`src/rtl/io_input_conditioner_if.sv`:
```
// Board-input conditioner bus: raw switch/button inputs in,
// debounced levels and the packed IO status word out.
interface io_input_conditioner_if;
  logic        sw0_raw;
  logic        sw1_raw;
  logic        pb0_raw;
  logic        pb_ack;
  logic        io_sw0;
  logic        io_sw1;
  logic        pb_level;
  logic        pb_event;
  logic [3:0]  press_count;
  logic [15:0] io_word;

  modport slave (
    input  sw0_raw,
    input  sw1_raw,
    input  pb0_raw,
    input  pb_ack,
    output io_sw0,
    output io_sw1,
    output pb_level,
    output pb_event,
    output press_count,
    output io_word
  );

  modport master (
    output sw0_raw,
    output sw1_raw,
    output pb0_raw,
    output pb_ack,
    input  io_sw0,
    input  io_sw1,
    input  pb_level,
    input  pb_event,
    input  press_count,
    input  io_word
  );
endinterface

```
`src/rtl/io_input_conditioner.sv`:
```
// Synchronizes and debounces SW0/SW1/PB0, tracks PB0 presses,
// and packs the status word read by the IO mux at 0xfff0.
module io_debounce_ch #(
  parameter int DEBOUNCE_CYCLES = 4,
  parameter int CNT_W           = 16
) (
  input  logic clock,
  input  logic reset,
  input  logic i_raw,
  output logic o_stable
);
  localparam logic [CNT_W-1:0] CMAX =
    CNT_W'(DEBOUNCE_CYCLES - 1);

  logic             r_s1;
  logic             r_s2;
  logic             r_stable;
  logic [CNT_W-1:0] r_cnt;

  always_ff @(posedge clock) begin
    if (reset) begin
      r_s1     <= 1'b0;
      r_s2     <= 1'b0;
      r_stable <= 1'b0;
      r_cnt    <= '0;
    end else begin
      r_s1 <= i_raw;
      r_s2 <= r_s1;
      // any agreeing cycle restarts qualification
      if (r_s2 == r_stable) begin
        r_cnt <= '0;
      end else if (r_cnt == CMAX) begin
        r_stable <= r_s2;
        r_cnt    <= '0;
      end else begin
        r_cnt <= r_cnt + CNT_W'(1);
      end
    end
  end

  assign o_stable = r_stable;
endmodule

module io_input_conditioner #(
  parameter int DEBOUNCE_CYCLES = 4,
  parameter int CNT_W           = 16
) (
  input  logic                          clock,
  input  logic                          reset,
  io_input_conditioner_if.slave         bus
);
  logic       w_sw0;
  logic       w_sw1;
  logic       w_pb;
  logic       w_rise;
  logic       r_pb_prev;
  logic       r_event;
  logic [3:0] r_press_cnt;

  io_debounce_ch #(
    .DEBOUNCE_CYCLES (DEBOUNCE_CYCLES),
    .CNT_W           (CNT_W)
  ) u_sw0 (
    .clock    (clock),
    .reset    (reset),
    .i_raw    (bus.sw0_raw),
    .o_stable (w_sw0)
  );

  io_debounce_ch #(
    .DEBOUNCE_CYCLES (DEBOUNCE_CYCLES),
    .CNT_W           (CNT_W)
  ) u_sw1 (
    .clock    (clock),
    .reset    (reset),
    .i_raw    (bus.sw1_raw),
    .o_stable (w_sw1)
  );

  io_debounce_ch #(
    .DEBOUNCE_CYCLES (DEBOUNCE_CYCLES),
    .CNT_W           (CNT_W)
  ) u_pb0 (
    .clock    (clock),
    .reset    (reset),
    .i_raw    (bus.pb0_raw),
    .o_stable (w_pb)
  );

  assign w_rise = w_pb & ~r_pb_prev;

  // a press on the ack cycle must not be lost: set wins
  always_ff @(posedge clock) begin
    if (reset) begin
      r_pb_prev   <= 1'b0;
      r_event     <= 1'b0;
      r_press_cnt <= 4'd0;
    end else begin
      r_pb_prev <= w_pb;
      if (w_rise) begin
        r_event     <= 1'b1;
        r_press_cnt <= r_press_cnt + 4'd1;
      end else if (bus.pb_ack) begin
        r_event <= 1'b0;
      end
    end
  end

  assign bus.io_sw0      = w_sw0;
  assign bus.io_sw1      = w_sw1;
  assign bus.pb_level    = w_pb;
  assign bus.pb_event    = r_event;
  assign bus.press_count = r_press_cnt;
  assign bus.io_word     = {r_press_cnt, 9'd0,
                            w_sw1, w_sw0, r_event};
endmodule

```
`src/flat_wrapper.sv`:
```
// flat-port wrapper written by rule: the top's interface ports become plain ports
module io_input_conditioner_flat 
#(
  parameter int DEBOUNCE_CYCLES = 4,
  parameter int CNT_W           = 16
)
  (clock, reset, bus_sw0_raw, bus_sw1_raw, bus_pb0_raw, bus_pb_ack, bus_io_sw0, bus_io_sw1, bus_pb_level, bus_pb_event, bus_press_count, bus_io_word);
  io_input_conditioner_if bus_i ();
  input  logic clock;
  input  logic reset;
  input wire logic [$bits(bus_i.sw0_raw)-1:0] bus_sw0_raw;
  input wire logic [$bits(bus_i.sw1_raw)-1:0] bus_sw1_raw;
  input wire logic [$bits(bus_i.pb0_raw)-1:0] bus_pb0_raw;
  input wire logic [$bits(bus_i.pb_ack)-1:0] bus_pb_ack;
  output wire logic [$bits(bus_i.io_sw0)-1:0] bus_io_sw0;
  output wire logic [$bits(bus_i.io_sw1)-1:0] bus_io_sw1;
  output wire logic [$bits(bus_i.pb_level)-1:0] bus_pb_level;
  output wire logic [$bits(bus_i.pb_event)-1:0] bus_pb_event;
  output wire logic [$bits(bus_i.press_count)-1:0] bus_press_count;
  output wire logic [$bits(bus_i.io_word)-1:0] bus_io_word;
  assign bus_i.sw0_raw = bus_sw0_raw;
  assign bus_i.sw1_raw = bus_sw1_raw;
  assign bus_i.pb0_raw = bus_pb0_raw;
  assign bus_i.pb_ack = bus_pb_ack;
  assign bus_io_sw0 = bus_i.io_sw0;
  assign bus_io_sw1 = bus_i.io_sw1;
  assign bus_pb_level = bus_i.pb_level;
  assign bus_pb_event = bus_i.pb_event;
  assign bus_press_count = bus_i.press_count;
  assign bus_io_word = bus_i.io_word;
  io_input_conditioner #(.DEBOUNCE_CYCLES(DEBOUNCE_CYCLES), .CNT_W(CNT_W)) u_core (.clock(clock), .reset(reset), .bus(bus_i));
endmodule
```
`config.mk`:
```
export PLATFORM = sky130hd
export DESIGN_NAME = io_input_conditioner_flat
export DESIGN_NICKNAME = d
export VERILOG_FILES = /design/src/rtl/io_input_conditioner_if.sv /design/src/rtl/io_input_conditioner.sv /design/src/flat_wrapper.sv
export SDC_FILE = /design/constraint.sdc
export NUM_CORES = 1
export LEC_CHECK = 0
export CAP_MARGIN = 20
export CORE_AREA = 4 4 77 79
export CTS_CLUSTER_SIZE = 30
export DETAILED_ROUTE_END_ITERATION = 7
export DIE_AREA = 0 0 81 83
export DONT_BUFFER_PORTS = 1
export PLACE_DENSITY = 0.78
export SYNTH_ARGS = -nofsm -noshare
export SYNTH_HDL_FRONTEND = slang
export SYNTH_SLANG_ARGS = --single-unit
```
`constraint.sdc`:
```
create_clock -name clock -period 3.32 [get_ports clock]
set_clock_uncertainty 0.05 [all_clocks]
set_input_delay 0.332 -clock clock [delete_from_list [all_inputs] [get_ports clock]]
set_output_delay 0.332 -clock clock [all_outputs]
set_load 0.1 [all_outputs]
```
==> key figures <==
STA
  – Final Hold Vio Count: 0
  – Fmax: 0.5520 GHz
  – Slew HR: between 30% and 40%
  – Count of final setup violators: 0
  – Slew of the pin with the lowest slew margin: 1.026 ns
  – Slew Limit Fails: 0
  – Setup TNS: 0 ns
  – Clock period minus worst slack: about 1.8 ns
  – RSZ-0062 raised after global routing: no
  – Period utilization: 54.56%

Clock network
  – Total CTS buffers: 9
  – Hold_buf cts: 2
  – CTS Root Cell: clkbuf_8
  – CTS sink cnt: 63
  – Post CTS Setup Buffer Count: 0
  – Clock slew seen by the registers of the worst setup and hold paths: around 0.07 ns
  – TritonCTS clock tree: built
  – Clock Tree Buf Depth: 2
  – Clock latency at the later pin of the worst-skew pair: 0.33 ns
  – H-tree Lvls: 3
  – Post-cts gate resize count: 0

Yosys
  – Area leader, netlist: dfxtp_1
  – Main flop type after synthesis: dfxtp_1
  – Top post-synthesis cells by count: dfxtp_1 (63), nor2_1 (60), xnor2_1 (27)
  – Area fraction of the dominant cell type after synthesis: between 40% and 50%
  – Number of synthesized flops with an enable pin: 0
  – Yosys warns: 0
  – #FFs+latches synth: 63
  – Avg Inst Size Synth: 9.331 um2
  – Synth top area cells: dfxtp_1 (44%), xnor2_1 (8.3%), nor2_1 (7.9%)
  – Synth Area in Adders: around 1.8%
  – Simple-gate share of the synthesized area: just over 30%
  – Fraction of synthesized area in multiplexers: 1.402%
  – Synth Instances: ~310
  – Register area share after synthesis: ~44%
  – XOR/XNOR Fraction of Synth Area: around 15%
  – Most common cell in the netlist: dfxtp_1
  – Library cells used by synthesis: 30
  – Compound-Gate Fraction of Synth Area: less than 1%
  – Post-synth ARST share: 0%
  – Largest family of logic cells by synthesized area: simple AND/OR/NAND/NOR gates
  – Syn Std Cell Area: 2855 um2

Power
  – Cell Int Power: roughly 1.2 mW
  – Pwr dens: between 400 and 500 nW/um2
  – Comb pwr share: under 10%
  – LEAKAGE: ~1.1 nW
  – Power Total: about 1.5 mW
  – Switching part of the total: between 20% and 30%
  – Worst vdd ir: about 0.40 mV
  – Seq pwr share: between 50 and 60%
  – Clock power frac: a little under half
  – Sw Pwr: approximately 340 uW

Cells and area
  – Syn-to-layout area delta: 8.677%
  – Fin nets: 318
  – Number of fill cells in the layout: roughly 480
  – Share of cells above drive strength 1: between 10% and 20%
  – N_diodes: 0

Route
  – Vias per cell: between 5 and 6
  – Routed WL per cell: about 12 um
  – Top Layer Used: met4
  – Via Count: 1979
  – DRC violations left: 0
  – DR WL met3: between 150 and 200 um
  – Drt total wl: ~4.6 mm
  – Routed met1 length: approximately 2.1 mm
  – Starting DRC count in detailed routing: 57
  – Drt pass-1 iters: 4
  – DRT antenna net count: 0
  – Met2 wire len: around 2.2 mm

Floorplan
  – Die height: between 80 and 90 um
  – Die Wd: between 80 and 90 um
  – Die footprint: 6723 um2
  – Row count: 27
  – # IOs: 30
  – Starting Density: about 53%
  – Area of the core: 5338 um2

Critical path
  – Critical Path AT: 1.97 ns
  – CP max stage delay: around 0.4 ns
  – Worst reg2reg path depth: 5
  – Worst setup EP type: register
  – Highest-delay cell along the critical path: nand2_1
  – Worst path cell trace: ha_1, nor4b_2, nand4_1, nand2_1, nor2_1
  – CP required: roughly 3.5 ns
  – R2R Setup Slk: ~1.5 ns
  – Reg2reg start: u_core.u_sw1.r_cnt[0]
  – CP startpoint kind: register
  – Crit Path Class: reg2reg
  – Reg2Reg Capture Point: u_core.u_sw1.r_cnt[3]
  – CP max FO: 15

Place
  – Number of buffers added on ports: 0
  – Final RePlAce weighted congestion: ~0.80
  – DPL Wire Length: just over 3 mm

Flow run
  – Max cap viols: 0

Global routing
  – Grt ovf: 0
  – Largest net degree at the start of global routing: 16
  – Initial antenna violation count: 0
  – Total track usage: 16.17%
  – Number of global-route vias before repair: approximately 1.9k
  – First-pass GRT wire length: around 8.6 mm

Hold path
  – Hold Path End: u_core.u_pb0.r_s1
  – Start point of the worst min-delay path: reset
  – Worst Hold Path Cells: 1
  – Hold/Removal Path Class: in2reg

Run status
  – Status: finished, final reports clean
==> cells in the final DEF (no fill, tap or decap) <==
cell type / Yosys / layout
nor2_1: 60 / 60
dfxtp_1: 63 / 56
xnor2_1: 27 / 27
xor2_1: 21 / 21
nand4_1: 17 / 17
nand2_1: 13 / 13
clkbuf_8: 0 / 12
nor3_1: 11 / 11
nand3_1: 9 / 9
conb_1: 1 / 9
nor2b_1: 8 / 8
nor4_2: 7 / 7
dfxtp_2: 0 / 7
nor4_1: 6 / 6
and3_1: 6 / 6
buf_4: 19 / 6
inv_1: 5 / 5
mux2i_1: 4 / 4
and4_1: 4 / 4
ha_1: 4 / 4
clkinvlp_4: 0 / 3
dlygate4sd3_1: 0 / 3
nor4b_1: 2 / 2
nand2_2: 2 / 2
nand3_2: 2 / 2
nand4_4: 2 / 2
and2_1: 2 / 2
nor4b_2: 1 / 1
nand4_2: 1 / 1
a21oi_1: 1 / 1
nor4_4: 1 / 1
bufinv_16: 0 / 1
==> power groups by stage <==
stage | clock (mW) | combinational, mW | sequential (mW)
floorplan | 0 | 0.0645 | 0.779
global route | 0.755 | 0.0620 | 0.763
global placement | 0 | 0.0542 | 0.779
finish | 0.690 | 0.0592 | 0.763
detailed placement | 0 | 0.0543 | 0.780
CTS | 0.711 | 0.0578 | 0.762
==> layout make-up <==
class | count | area (um2) | area share (%)
multi-input cells | 220 | 1431 | 46.13
flip-flops and latches | 63 | 1270 | 40.93
clock buffers | 12 | 165.2 | 5.323
well taps | 72 | 90.09 | 2.903
repair buffers | 9 | 75.07 | 2.419
clock inverters | 4 | 52.55 | 1.694
inverters | 5 | 18.77 | 0.6048
==> registers in the layout, summed over array words and instances (netlist names), 4 cells and up <==
| register | flops |
|---|---|
| u_core.u_pb0.r_cnt | 16 |
| u_core.u_sw0.r_cnt | 16 |
| u_core.u_sw1.r_cnt | 16 |
| u_core.bus.press_count | 4 |
==> metrics by stage <==
step / hold WS [ns] / instance area (um2) / worst slack [ns] / instances / util, %
final: 0.01779 / 3103 / 1.509 / 385 / 58.13
after global routing: 0.001086 / 3103 / 1.336 / 385 / 58.13
after CTS: 0.002631 / 3093 / 1.492 / 384 / 57.95
after detailed placement: 0.3515 / 2855 / 1.495 / 366 / 53.49
after global placement: 0.3494 / 2855 / 1.588 / 366 / 53.49
after floorplan: 0.3638 / 2885 / 1.380 / 314 / -
==> routing by layer <==
layer	vias to the layer above	track usage, %
li1	1008	-
met1	931	20.07
met2	33	24.72
met3	7	6.508
met4	0	6.452
met5	-	0
==> worst max-delay path, delay by kind of cell (launching register included) <==
family	cells	cell delay (ns)
adders and majority gates	1	0.32
DFF	1	0.37
and+or+nand+nor	4	0.93
==> worst max-delay path by stage <==
| stage | from | to | slack (ns) |
|---|---|---|---|
| after detailed placement | u_core.u_sw1.r_cnt[0] | u_core.u_sw1.r_cnt[3] | 1.50 |
| after global routing | u_core.u_sw1.r_cnt[0] | u_core.u_sw1.r_cnt[3] | 1.34 |
| after floorplan | u_core.u_pb0.o_stable | u_core.bus.press_count[3] | 1.38 |
| after CTS | u_core.u_sw1.r_cnt[0] | u_core.u_sw1.r_cnt[3] | 1.49 |
| after global placement | u_core.u_sw1.r_cnt[0] | u_core.u_sw1.r_cnt[13] | 1.59 |
| final | u_core.u_sw1.r_cnt[0] | u_core.u_sw1.r_cnt[3] | 1.51 |
==> cells by family after synthesis <==
logic type      after synthesis
other cells                   1
mux                           4
xor+xnor                     48
simple gates                154
flops                        63
compound gates                1
buf+inv                      31
fa+ha+maj                     4
No activity file was read; power rests on OpenSTA's default activity.
